==> config.mk <==
export PLATFORM = sky130hd
export DESIGN_NAME = mem_stage
export DESIGN_NICKNAME = d
export VERILOG_FILES = /design/src/rtl/mem_stage.sv
export SDC_FILE = /design/constraint.sdc
export NUM_CORES = 1
export LEC_CHECK = 0
export CAP_MARGIN = 40
export CORE_UTILIZATION = 40
export CTS_CLUSTER_SIZE = 40
export DETAILED_ROUTE_END_ITERATION = 8
export DONT_BUFFER_PORTS = 1
export GPL_ROUTABILITY_DRIVEN = 1
export PLACE_DENSITY = 0.51
export SYNTH_ARGS = -nofsm -noshare
export SYNTH_HDL_FRONTEND = slang
export SYNTH_SLANG_ARGS = --single-unit
==> constraint.sdc <==
create_clock -name clock -period 9.4 [get_ports clock]
set_input_delay 2.82 -clock clock [delete_from_list [all_inputs] [get_ports clock]]
set_output_delay 2.82 -clock clock [all_outputs]
set_load 0.005 [all_outputs]
==> src/rtl/mem_stage.sv <==
// mem_stage: MEM pipeline stage and MEM/WB register.
// Issues loads and stores to a variable-latency data memory over a req/ready
// handshake. Upstream stages are stalled while an access is outstanding, and
// the writeback payload is registered for the WB stage. An access that gets
// no memReady within TIMEOUT WAIT cycles is aborted with a busError pulse.
module mem_stage #(
    parameter int DATA_WIDTH = 32,
    parameter int TIMEOUT    = 255
) (
    input  logic                  clock,
    input  logic                  reset,
    input  logic                  inValid,
    input  logic                  inMemRead,
    input  logic                  inMemWrite,
    input  logic                  inWord,
    input  logic                  inRegWrite,
    input  logic [DATA_WIDTH-1:0] inAddr,
    input  logic [DATA_WIDTH-1:0] inStoreData,
    input  logic [4:0]            inRd,
    input  logic                  flush,
    output logic                  memReq,
    output logic                  memWe,
    output logic [DATA_WIDTH-1:0] memAddr,
    output logic [DATA_WIDTH-1:0] memWData,
    output logic [3:0]            memByteEn,
    input  logic                  memReady,
    input  logic [DATA_WIDTH-1:0] memRData,
    output logic                  stall,
    output logic                  wbValid,
    output logic                  wbRegWrite,
    output logic [4:0]            wbRd,
    output logic [DATA_WIDTH-1:0] wbData,
    output logic                  misaligned,
    output logic                  busError
);

    typedef enum logic [0:0] {
        StIdle,
        StWait
    } state_t;

    localparam logic [7:0] TIMER_MAX = 8'(TIMEOUT);

    state_t state;
    logic [7:0] timer;

    // Fields of the issued access, captured when leaving IDLE. Pure data:
    // they are only consumed while in WAIT, so they need no reset.
    logic [DATA_WIDTH-1:0] addr_p1;
    logic [DATA_WIDTH-1:0] wData_p1;
    logic [3:0]            byteEn_p1;
    logic                  we_p1;
    logic                  word_p1;
    logic [1:0]            lane_p1;
    logic [4:0]            rd_p1;
    logic                  loadRegWrite_p1;

    logic                  access;
    logic                  misalignedWord;
    logic                  issue;
    logic [3:0]            inByteEn;
    logic [DATA_WIDTH-1:0] inWData;
    logic                  timeoutHit;

    // Pick the addressed byte lane (little-endian) and sign-extend it.
    function automatic logic signed [DATA_WIDTH-1:0] signExtendByte(
        input logic [DATA_WIDTH-1:0] word,
        input logic [1:0]            lane
    );
        logic [7:0] b;
        case (lane)
            2'd0:    b = word[7:0];
            2'd1:    b = word[15:8];
            2'd2:    b = word[23:16];
            default: b = word[31:24];
        endcase
        return {{(DATA_WIDTH-8){b[7]}}, b};
    endfunction

    assign access         = inValid & ~flush & (inMemRead | inMemWrite);
    assign misalignedWord = access & inWord & (inAddr[1:0] != 2'b00);
    assign issue          = access & ~misalignedWord;
    assign inByteEn       = inWord ? 4'b1111 : (4'b0001 << inAddr[1:0]);
    assign inWData        = inWord ? inStoreData : {4{inStoreData[7:0]}};
    assign timeoutHit     = (timer == TIMER_MAX);

    // Memory request and stall: driven straight from EX/MEM in IDLE so the
    // request leaves the same cycle, from the latched fields in WAIT. Reset
    // kills both immediately, even mid-access.
    always_comb begin
        memReq    = 1'b0;
        memWe     = 1'b0;
        memAddr   = '0;
        memWData  = '0;
        memByteEn = 4'b0000;
        stall     = 1'b0;
        if (!reset) begin
            if (state == StIdle) begin
                if (issue) begin
                    memReq    = 1'b1;
                    memWe     = inMemWrite;
                    memAddr   = {inAddr[DATA_WIDTH-1:2], 2'b00};
                    memWData  = inWData;
                    memByteEn = inByteEn;
                    stall     = 1'b1;
                end
            end else begin
                // A memReady arriving in the timeout cycle still wins.
                if (memReady || !timeoutHit) begin
                    memReq    = 1'b1;
                    memWe     = we_p1;
                    memAddr   = addr_p1;
                    memWData  = wData_p1;
                    memByteEn = byteEn_p1;
                end
                stall = ~memReady & ~timeoutHit;
            end
        end
    end

    // ---- stage boundary: EX/MEM -> outstanding access (p1) ----
    // Capture the access fields on the issuing edge.
    always_ff @(posedge clock) begin
        if (state == StIdle && issue) begin
            addr_p1         <= {inAddr[DATA_WIDTH-1:2], 2'b00};
            wData_p1        <= inWData;
            byteEn_p1       <= inByteEn;
            we_p1           <= inMemWrite;
            word_p1         <= inWord;
            lane_p1         <= inAddr[1:0];
            rd_p1           <= inRd;
            loadRegWrite_p1 <= inRegWrite & inMemRead;
        end
    end

    // ---- stage boundary: MEM -> MEM/WB ----
    // Access FSM, WAIT timer and the MEM/WB register; pulse outputs default low.
    always_ff @(posedge clock or posedge reset) begin
        if (reset) begin
            state      <= StIdle;
            timer      <= 8'd0;
            wbValid    <= 1'b0;
            wbRegWrite <= 1'b0;
            wbRd       <= 5'd0;
            wbData     <= '0;
            misaligned <= 1'b0;
            busError   <= 1'b0;
        end else begin
            wbValid    <= 1'b0;
            wbRegWrite <= 1'b0;
            misaligned <= 1'b0;
            busError   <= 1'b0;
            case (state)
                StIdle: begin
                    if (!access) begin
                        // Non-memory op (or bubble): ALU result passes through.
                        wbValid    <= inValid & ~flush;
                        wbRegWrite <= inRegWrite & inValid & ~flush;
                        wbRd       <= inRd;
                        wbData     <= inAddr;
                    end else if (misalignedWord) begin
                        // Retire without touching memory and without a write.
                        misaligned <= 1'b1;
                        wbValid    <= 1'b1;
                        wbRd       <= inRd;
                        wbData     <= '0;
                    end else begin
                        // The cycle spent in WAIT is counted from 1.
                        state <= StWait;
                        timer <= 8'd1;
                    end
                end
                StWait: begin
                    if (memReady) begin
                        wbValid    <= 1'b1;
                        wbRegWrite <= loadRegWrite_p1;
                        wbRd       <= rd_p1;
                        if (we_p1) begin
                            wbData <= '0;
                        end else if (word_p1) begin
                            wbData <= memRData;
                        end else begin
                            wbData <= signExtendByte(memRData, lane_p1);
                        end
                        state <= StIdle;
                    end else if (timeoutHit) begin
                        busError <= 1'b1;
                        wbValid  <= 1'b1;
                        wbRd     <= rd_p1;
                        wbData   <= '0;
                        state    <= StIdle;
                    end else begin
                        timer <= timer + 8'd1;
                    end
                end
                default: state <= StIdle;
            endcase
        end
    end

endmodule

==> results.json, run 1 <==
{
  "dp_hpwl_mm": 11.5,
  "instances_no_fill": 740,
  "switching_power_mw": 0.353,
  "clkTransAtPathRegs_ns": 0.05,
  "viasPerCell": 6.14,
  "slowest_stage": "buf_12",
  "hold_violations": 0,
  "diodes": 0,
  "critical_path.max_stage_delay_ns": 0.33,
  "grt_util_all_layers_pct": 21.7,
  "cts_max_level": 4,
  "p_clk_share_pct": 48.0,
  "layout_min_cycle_time_ns": 7.29,
  "hold_path.class": "flip-flop to flip-flop",
  "grt_pass1_wl_mm": 26.1,
  "row_count": 44,
  "status": "complete, no violations",
  "clock-skew-final_ns": 0.00939,
  "dp.cells": 708,
  "post-route-period-util_pct": 77.6,
  "syn_inst": 562,
  "ys_types": 52,
  "finalMaxSlewViolations": 0,
  "reg2reg_depth": 4,
  "multi_input_area_sq_um": 2250,
  "path_class": "primary input to primary output",
  "ys_warn_count": 0,
  "required_ns": 6.58,
  "drive_gt1_share_pct": 10.8,
  "worstSetupEndpointType": "primary output",
  "syn_avg_cell_area_sq_um": 10.9,
  "finalSetupTns_ns": 0,
  "critPathArrivalTime_ns": 4.47,
  "tightestPinTransition_ns": 0.725,
  "crit_chain": "nor2b_1 > nand4_1 > inv_4 > buf_12 > a22oi_1 > nor2_1",
  "overflow": 0,
  "die_y_um": 126,
  "synthFlopType": "edfxtp_1",
  "nNetsFinal": 654,
  "io_buffers": 0,
  "rsz0062_at_grt": "false",
  "seqPwrFrac_pct": 43.3,
  "swShare_pct": 23.1,
  "drv_cap": 0,
  "numCtsBuffers": 17,
  "ys_ff_latch": 126,
  "post-cts-setup-buffers": 0,
  "final_common_cell": "edfxtp_1",
  "grt_pass1_vias": 4420,
  "setup_viol_count_final": 0,
  "core-area_sq_um": 14800,
  "start_util_pct": 41.6,
  "synth_edf_count": 76,
  "die_x_um": 126,
  "cts_resized": 0,
  "critPathMaxFanout": 108,
  "cts_hold_buf": 0,
  "intPower_mw": 1.18,
  "drc": 0,
  "pin_count": 222,
  "fillers": 1386,
  "worstSetupStartpointType": "primary input",
  "ys_seq_area_share_pct": 57.6,
  "ys_async_sr_fraction_pct": 39.7,
  "hold_depth": 1,
  "leakagePower_nw": 2.71,
  "clock_sinks": 126,
  "first_pass_iters": 5,
  "antenna_found_initial": 0,
  "cts_tree": "built",
  "synthToLayoutAreaGrowth_pct": 12.4,
  "fmax_mhz": 137,
  "seqCellArea_sq_um": 3530,
  "final_cell_mix": "edfxtp_1 (76), nor2_1 (74), a22oi_1 (66)",
  "routedWlPerCell_um": 22.8,
  "relSlewSlack_pct": 51.7,
  "drt_wl_total_mm": 16.9,
  "antenna_left": 0,
  "clock_path_buffers": 2,
  "clk_latency_ns": 0.42,
  "drt_iter0_markers": 410,
  "die_area_sq_um": 15800,
  "comb_power_share_pct": 8.7,
  "syn-cell-area_sq_um": 6140,
  "gp_congestion": 0.773,
  "power_per_cell_area_nw_per_um2": 222,
  "grt_max_degree": 109,
  "ir_drop_uv": 109,
  "vias": 4547,
  "cts-root-buf": "clkbuf_16"
}
## layout make-up
type	count	share of cell area (%)
tap	184	3.34
clock inverter	13	3.17
timing repair buffer	6	1.23
multi-input combinational	356	32.7
clock buffer	19	6.28
sequential	126	51.2
inverter	36	2.07
## sequential cells by signal (all words and copies together), names as in the netlist
name and count:
addr_p1 30, busError 1, byteEn_p1 4, lane_p1 2, loadRegWrite_p1 1, misaligned 1, rd_p1 5, state 1
timer 8, wData_p1 32, wbData 32, wbRd 5, wbRegWrite 1, wbValid 1, we_p1 1, word_p1 1
## worst max-delay path, delay by kind of cell
family	cells	cell delay [ns]
simple gates	3	0.80
compound gates	1	0.21
buf+inv	2	0.48
## final timing paths
| kind | from | endpoint | slack (ns) |
|---|---|---|---|
| min in group asynchronous | reset | wbRd[3] | 2.31 |
| max in group asynchronous | reset | wbData[11] | 6.30 |
| setup reg to reg | lane_p1[0] | wbData[26] | 6.89 |
| setup / recovery | inValid | memAddr[30] | 2.11 |
| hold / removal | loadRegWrite_p1 | wbRegWrite | 0.52 |
| hold reg to reg | loadRegWrite_p1 | wbRegWrite | 0.52 |
## power groups by stage
stage          sequential (mW)  combinational [mW]  clock (mW)
2_1_floorplan            0.662               0.116           0
5_1_grt                  0.668               0.149       0.773
6_report                 0.664               0.134       0.736
3_3_place_gp             0.675               0.128           0
4_1_cts                  0.664               0.135       0.747
3_5_place_dp             0.674               0.135           0
## layer usage
metal | share of wire, % | GRT usage, % | vias up | wire length [um]
li1 | - | - | 2042 | -
met1 | 42 | 27.6 | 2268 | 7100
met2 | 47 | 33.7 | 216 | 7910
met3 | 9.5 | 8.33 | 21 | 1610
met4 | 1.5 | 7.94 | 0 | 259
met5 | 0 | 0 | - | 0
## cell usage after synthesis, types with 2 or more instances
cell / n / area, sq um
mux2_2: 13 / 146
a22o_1: 2 / 17.5
a21oi_1: 32 / 160
nor3_1: 3 / 15.0
nand2b_1: 13 / 81.3
nor2_1: 74 / 278
buf_1: 9 / 33.8
and3_1: 2 / 12.5
o211ai_1: 3 / 22.5
o22ai_1: 6 / 37.5
a31oi_1: 2 / 12.5
xor2_1: 3 / 26.3
a221oi_1: 5 / 43.8
mux2i_1: 5 / 50.1
dfrtp_1: 50 / 1250
o21ai_0: 10 / 50.1
or4_1: 2 / 15.0
a21o_1: 3 / 22.5
buf_4: 4 / 30.0
buf_2: 2 / 10.0
edfxtp_1: 76 / 2280
o21ai_4: 2 / 32.5
a221o_1: 30 / 300
nor2b_1: 3 / 18.8
a22oi_1: 66 / 495
clkbuf_1: 26 / 97.6
nand2_1: 54 / 203
nand3b_1: 2 / 15.0
inv_1: 34 / 128
nor4_1: 2 / 12.5
buf_6: 3 / 33.8
## stage by stage
stage	hold slack [ns]	worst slack [ns]	util (%)	instance area [sq um]	total power, mW
final	0.522	2.11	46.7	6900	1.53
after global routing	0.541	1.97	46.7	6900	1.59
after CTS	0.522	2.14	46.7	6900	1.55
after detailed placement	0.505	2.14	42.3	6240	0.809
after global placement	0.496	2.23	42.0	6200	0.802
after floorplan	0.483	0.346	-	6140	0.778
## cells by family after synthesis
family / share of synthesized area (%)
AOI/OAI and AO/OA: 20.2
and+or+nand+nor: 12.0
DFF: 57.6
buffers and inverters: 5.95
muxes: 3.57
xor gates and xnor gates: 0.428
adders and majority gates: 0.204
other: 0.0611
Power figures use the tool's default switching activity.
==> run 2: changes to the inputs <==
--- a/config.mk
+++ b/config.mk
@@ -11,7 +11,7 @@
 export DETAILED_ROUTE_END_ITERATION = 8
 export DONT_BUFFER_PORTS = 1
 export GPL_ROUTABILITY_DRIVEN = 1
-export PLACE_DENSITY = 0.51
+export PLACE_DENSITY = 0.53
 export SYNTH_ARGS = -nofsm -noshare
 export SYNTH_HDL_FRONTEND = slang
 export SYNTH_SLANG_ARGS = --single-unit
==> constraint.sdc (replaced) <==
create_clock -name clock -period 6 [get_ports clock]
set_input_delay 1.8 -clock clock [delete_from_list [all_inputs] [get_ports clock]]
set_output_delay 1.8 -clock clock [all_outputs]
set_load 0.005 [all_outputs]
==> results.json, run 2 (same netlist as run 1, synthesis figures left out) <==
{
  "status": "complete, no violations",
  "multi_input_area_sq_um": 2250,
  "grt_util_all_layers_pct": 22.4,
  "rsz0062_at_grt": "false",
  "clock_sinks": 126,
  "post-route-period-util_pct": 89.6,
  "tightestPinTransition_ns": 0.787,
  "die_area_sq_um": 15800,
  "setup_viol_count_final": 0,
  "cts_hold_buf": 0,
  "antenna_left": 0,
  "grt_max_degree": 71,
  "critPathMaxFanout": 48,
  "cts-root-buf": "clkbuf_16",
  "placed_cell_area_sq_um": 6260,
  "start_util_pct": 41.6,
  "drc": 0,
  "clkTransAtPathRegs_ns": 0.06,
  "critPathArrivalTime_ns": 3.57,
  "power_per_cell_area_nw_per_um2": 344,
  "required_ns": 4.20,
  "crit_chain": "nor2b_1 > nand4_1 > inv_4 > buf_12 > a22oi_1 > nor2_1",
  "finalMaxSlewViolations": 0,
  "fmax_mhz": 186,
  "critical_path.max_stage_delay_ns": 0.50,
  "diodes": 0,
  "dp_hpwl_mm": 12.0,
  "ir_drop_uv": 179,
  "antenna_found_initial": 0,
  "gp_congestion": 0.820,
  "die_x_um": 126,
  "overflow": 0,
  "path_class": "primary input to primary output",
  "hold_path.class": "flip-flop to flip-flop",
  "grt_pass1_vias": 4453,
  "numCtsBuffers": 17,
  "clock_path_buffers": 2,
  "design_area_sq_um": 6900,
  "cts_max_level": 4,
  "drive_gt1_share_pct": 11.3,
  "core-area_sq_um": 14800,
  "timing.critical_path.buf_inv": 2,
  "final_common_cell": "edfxtp_1",
  "final_cell_mix": "edfxtp_1 (76), nor2_1 (74), a22oi_1 (66)",
  "grt_pass1_wl_mm": 26.7,
  "slowest_stage": "inv_4",
  "synthToLayoutAreaGrowth_pct": 12.5,
  "drt_wl_total_mm": 17.4,
  "hold_violations": 0,
  "critical-path-top-delay-family": "buffers and inverters",
  "first_pass_iters": 4,
  "layout_min_cycle_time_ns": 5.37,
  "path_depth": 6,
  "relSlewSlack_pct": 47.5,
  "vias": 4586,
  "die_y_um": 126,
  "row_count": 44,
  "post-cts-setup-buffers": 0,
  "viasPerCell": 6.18,
  "pin_count": 222,
  "worstSetupEndpointType": "primary output",
  "cts_resized": 0,
  "clock-skew-final_ns": 0.00653,
  "leakagePower_nw": 2.72,
  "nNetsFinal": 656,
  "io_buffers": 0,
  "drt_iter0_markers": 358,
  "drv_cap": 0,
  "finalSetupTns_ns": 0,
  "largestRegisters": "wData_p1 (32), wbData (32), addr_p1 (30)",
  "dp.cells": 710,
  "hold_depth": 1,
  "seqCellArea_sq_um": 3530,
  "routedWlPerCell_um": 23.4,
  "cts_tree": "built",
  "clk_latency_ns": 0.41,
  "reg2reg_depth": 4,
  "instances_no_fill": 742,
  "fillers": 1345,
  "worstSetupStartpointType": "primary input"
}
==> run 2: cell count changes in the layout (fill, tap and decap cells not counted), sizes merged <==
cell	before	now
buf	6	8
clkinvlp	2	1
clkinv	5	6
bufinv	6	5
clkbuf	19	20
==> run 2: stage by stage <==
| stage | hold WS, ns | total power, mW | util (%) | setup slack, ns |
|---|---|---|---|---|
| 6_report | 0.527 | 2.37 | 46.8 | 0.626 |
| 3_5_place_dp | 0.513 | 1.27 | 42.5 | 0.655 |
| 2_1_floorplan | 0.483 | 1.22 | - | 0.168 |
| 3_3_place_gp | 0.493 | 1.26 | 42.4 | 0.745 |
| 4_1_cts | 0.525 | 2.40 | 46.8 | 0.639 |
| 5_1_grt | 0.552 | 2.47 | 46.8 | 0.484 |
==> run 2: routing by layer <==
layer / vias to the layer above / track usage [%] / part of all wire, %
li1: 2047 / - / -
met1: 2297 / 28.3 / 42
met2: 219 / 35.8 / 48
met3: 23 / 7.35 / 8.2
met4: 0 / 8.22 / 1.5
met5: - / 0 / 0
==> run 2: worst paths after layout <==
check | startpoint | slack, ns | endpoint
hold / removal | loadRegWrite_p1 | 0.53 | wbRegWrite
setup reg to reg | lane_p1[0] | 3.39 | wbData[28]
max in group asynchronous | reset | 3.90 | state
setup / recovery | inValid | 0.63 | memWData[15]
hold reg to reg | loadRegWrite_p1 | 0.53 | wbRegWrite
min in group asynchronous | reset | 1.29 | wbData[5]
==> run 2: where the power goes <==
group / total (mW) / switching, mW / internal, mW
Sequential: 1.04 / 0.0513 / 0.988
Combinational: 0.211 / 0.126 / 0.0852
Clock: 1.12 / 0.378 / 0.745
==> run 2: area by class of cell <==
cell class,count,share of cell area (%)
sequential,126,51.2
multi-input combinational,356,32.6
clock buffer,20,6.47
tap,184,3.34
clock inverter,12,2.77
inverter,36,2.07
timing repair buffer,8,1.52
==> run 3: changes to the inputs <==
--- a/config.mk
+++ b/config.mk
@@ -11,7 +11,7 @@
 export DETAILED_ROUTE_END_ITERATION = 8
 export DONT_BUFFER_PORTS = 1
 export GPL_ROUTABILITY_DRIVEN = 1
-export PLACE_DENSITY = 0.53
+export PLACE_DENSITY = 0.51
 export SYNTH_ARGS = -nofsm -noshare
 export SYNTH_HDL_FRONTEND = slang
 export SYNTH_SLANG_ARGS = --single-unit
==> constraint.sdc (replaced) <==
create_clock -name clock -period 6.5 [get_ports clock]
set_input_delay 1.95 -clock clock [delete_from_list [all_inputs] [get_ports clock]]
set_output_delay 1.95 -clock clock [all_outputs]
set_load 0.005 [all_outputs]
==> results.json, run 3 (same netlist as run 1, synthesis figures left out) <==
{
  "status": "complete, no violations",
  "largestRegisters": "wData_p1 (32), wbData (32), addr_p1 (30)",
  "relSlewSlack_pct": 49.6,
  "gp_congestion": 0.825,
  "grt_max_degree": 71,
  "preCtsSetupSlack_ns": 0.785,
  "power_per_cell_area_nw_per_um2": 308,
  "drt_iter0_markers": 364,
  "tightestPinTransition_ns": 0.755,
  "finalWorstSetupSlack_ns": 0.803,
  "path_depth": 6,
  "leakagePower_nw": 2.70,
  "crit_end": "memWData[22]",
  "hold_violations": 0,
  "worstSetupEndpointType": "primary output",
  "core-area_sq_um": 14800,
  "timing.critical_path.buf_inv": 2,
  "overflow": 0,
  "intPower_mw": 1.59,
  "viasPerCell": 6.02,
  "final_cell_mix": "edfxtp_1 (76), nor2_1 (74), a22oi_1 (66)",
  "comb_power_share_pct": 9.2,
  "r2r-end": "wbData[27]",
  "swShare_pct": 24.7,
  "rsz0062_at_grt": "false",
  "dp.cells": 711,
  "finalMaxSlewViolations": 0,
  "critPathLaunch": "inValid",
  "io_buffers": 0,
  "drt_wl_total_mm": 16.9,
  "first_pass_iters": 5,
  "dp_hpwl_mm": 11.6,
  "hold_ws_ns": 0.509,
  "path_class": "primary input to primary output",
  "instances_no_fill": 743,
  "grt_pass1_vias": 4421,
  "seqPwrFrac_pct": 45.4,
  "start_util_pct": 41.6,
  "cts_max_level": 4,
  "grt_pass1_wl_mm": 26.0,
  "clkTransAtPathRegs_ns": 0.06,
  "rr_startpoint": "lane_p1[0]",
  "critPathArrivalTime_ns": 3.75,
  "finalSetupTns_ns": 0,
  "diodes": 0,
  "routedWlPerCell_um": 22.7,
  "rrSetupSlack_ns": 4.01,
  "row_count": 44,
  "cts_hold_buf": 0,
  "reg2reg_depth": 4,
  "vias": 4473,
  "post-route-period-util_pct": 87.6,
  "drc": 0,
  "worstSetupStartpointType": "primary input",
  "post-cts-setup-buffers": 0,
  "ir_drop_uv": 164,
  "critical-path-top-delay-family": "buffers and inverters",
  "layout_min_cycle_time_ns": 5.70,
  "drive_gt1_share_pct": 11.6,
  "cts-root-buf": "clkbuf_16",
  "final_common_cell": "edfxtp_1",
  "fillers": 1414,
  "fmax_mhz": 176,
  "cts_resized": 0,
  "crit_chain": "nor2b_1 > nand4_1 > inv_4 > buf_12 > a22oi_1 > nor2_1",
  "synthToLayoutAreaGrowth_pct": 11.7,
  "setup_viol_count_final": 0,
  "nNetsFinal": 657,
  "clock-skew-final_ns": 0.00571,
  "required_ns": 4.55,
  "clock_path_buffers": 2,
  "hold_path.class": "flip-flop to flip-flop",
  "slowest_stage": "inv_4",
  "clock_sinks": 126,
  "p_clk_share_pct": 45.4,
  "die_y_um": 126,
  "grt_util_all_layers_pct": 21.4,
  "cts_tree": "built",
  "switching_power_mw": 0.523,
  "critPathMaxFanout": 54,
  "pin_count": 222,
  "drv_cap": 0,
  "critical_path.max_stage_delay_ns": 0.58,
  "numCtsBuffers": 17,
  "clk_latency_ns": 0.41,
  "antenna_left": 0,
  "die_area_sq_um": 15800,
  "antenna_found_initial": 0,
  "die_x_um": 126
}
run 3: worst min path at each step:
stage	depth (start not counted)	startpoint	end
final	1	loadRegWrite_p1	wbRegWrite
after global routing	1	wbData[17]	wbData[17]
after CTS	1	loadRegWrite_p1	wbRegWrite
after detailed placement	1	loadRegWrite_p1	wbRegWrite
after global placement	1	loadRegWrite_p1	wbRegWrite
after floorplan	1	loadRegWrite_p1	wbRegWrite
run 3: cell type report:
| cell class | instances | area (sq um) | share of cell area, % |
|---|---|---|---|
| inverters | 36 | 143 | 2.08 |
| well taps | 184 | 230 | 3.36 |
| flip-flops and latches | 126 | 3530 | 51.6 |
| repair buffers | 9 | 92.6 | 1.35 |
| clock buffers | 20 | 468 | 6.83 |
| clock inverters | 12 | 131 | 1.92 |
| multi-input cells | 356 | 2250 | 32.9 |
run 3: layer usage:
layer | track usage, % | wire length (um) | vias to the layer above
met4 | 8.79 | 399 | 0
met5 | 0 | 0 | -
met3 | 7.94 | 1690 | 29
li1 | - | - | 2042
met1 | 28.0 | 7310 | 2176
met2 | 32.1 | 7490 | 226
run 3: power groups by stage:
stage / logic (mW) / registers [mW] / clock network [mW]
after global placement: 0.191 / 0.973 / 0
after floorplan: 0.168 / 0.956 / 0
after CTS: 0.197 / 0.959 / 0.981
after detailed placement: 0.196 / 0.974 / 0
final: 0.194 / 0.958 / 0.959
after global routing: 0.216 / 0.964 / 1.01
run 3: worst reg2reg max path, cell delays in order, from the launching register on:
cell and delay (ns):
edfxtp_1 0.79, mux4_2 0.62, o21ai_4 0.53, a21oi_1 0.15, a221o_1 0.29
run 3: metrics by stage:
step	utilization, %	cell area [sq um]	total power, mW
2_1_floorplan	-	6150	1.12
6_report	46.4	6850	2.11
4_1_cts	46.4	6850	2.14
3_5_place_dp	42.4	6250	1.17
5_1_grt	46.4	6850	2.19
3_3_place_gp	42.4	6250	1.16
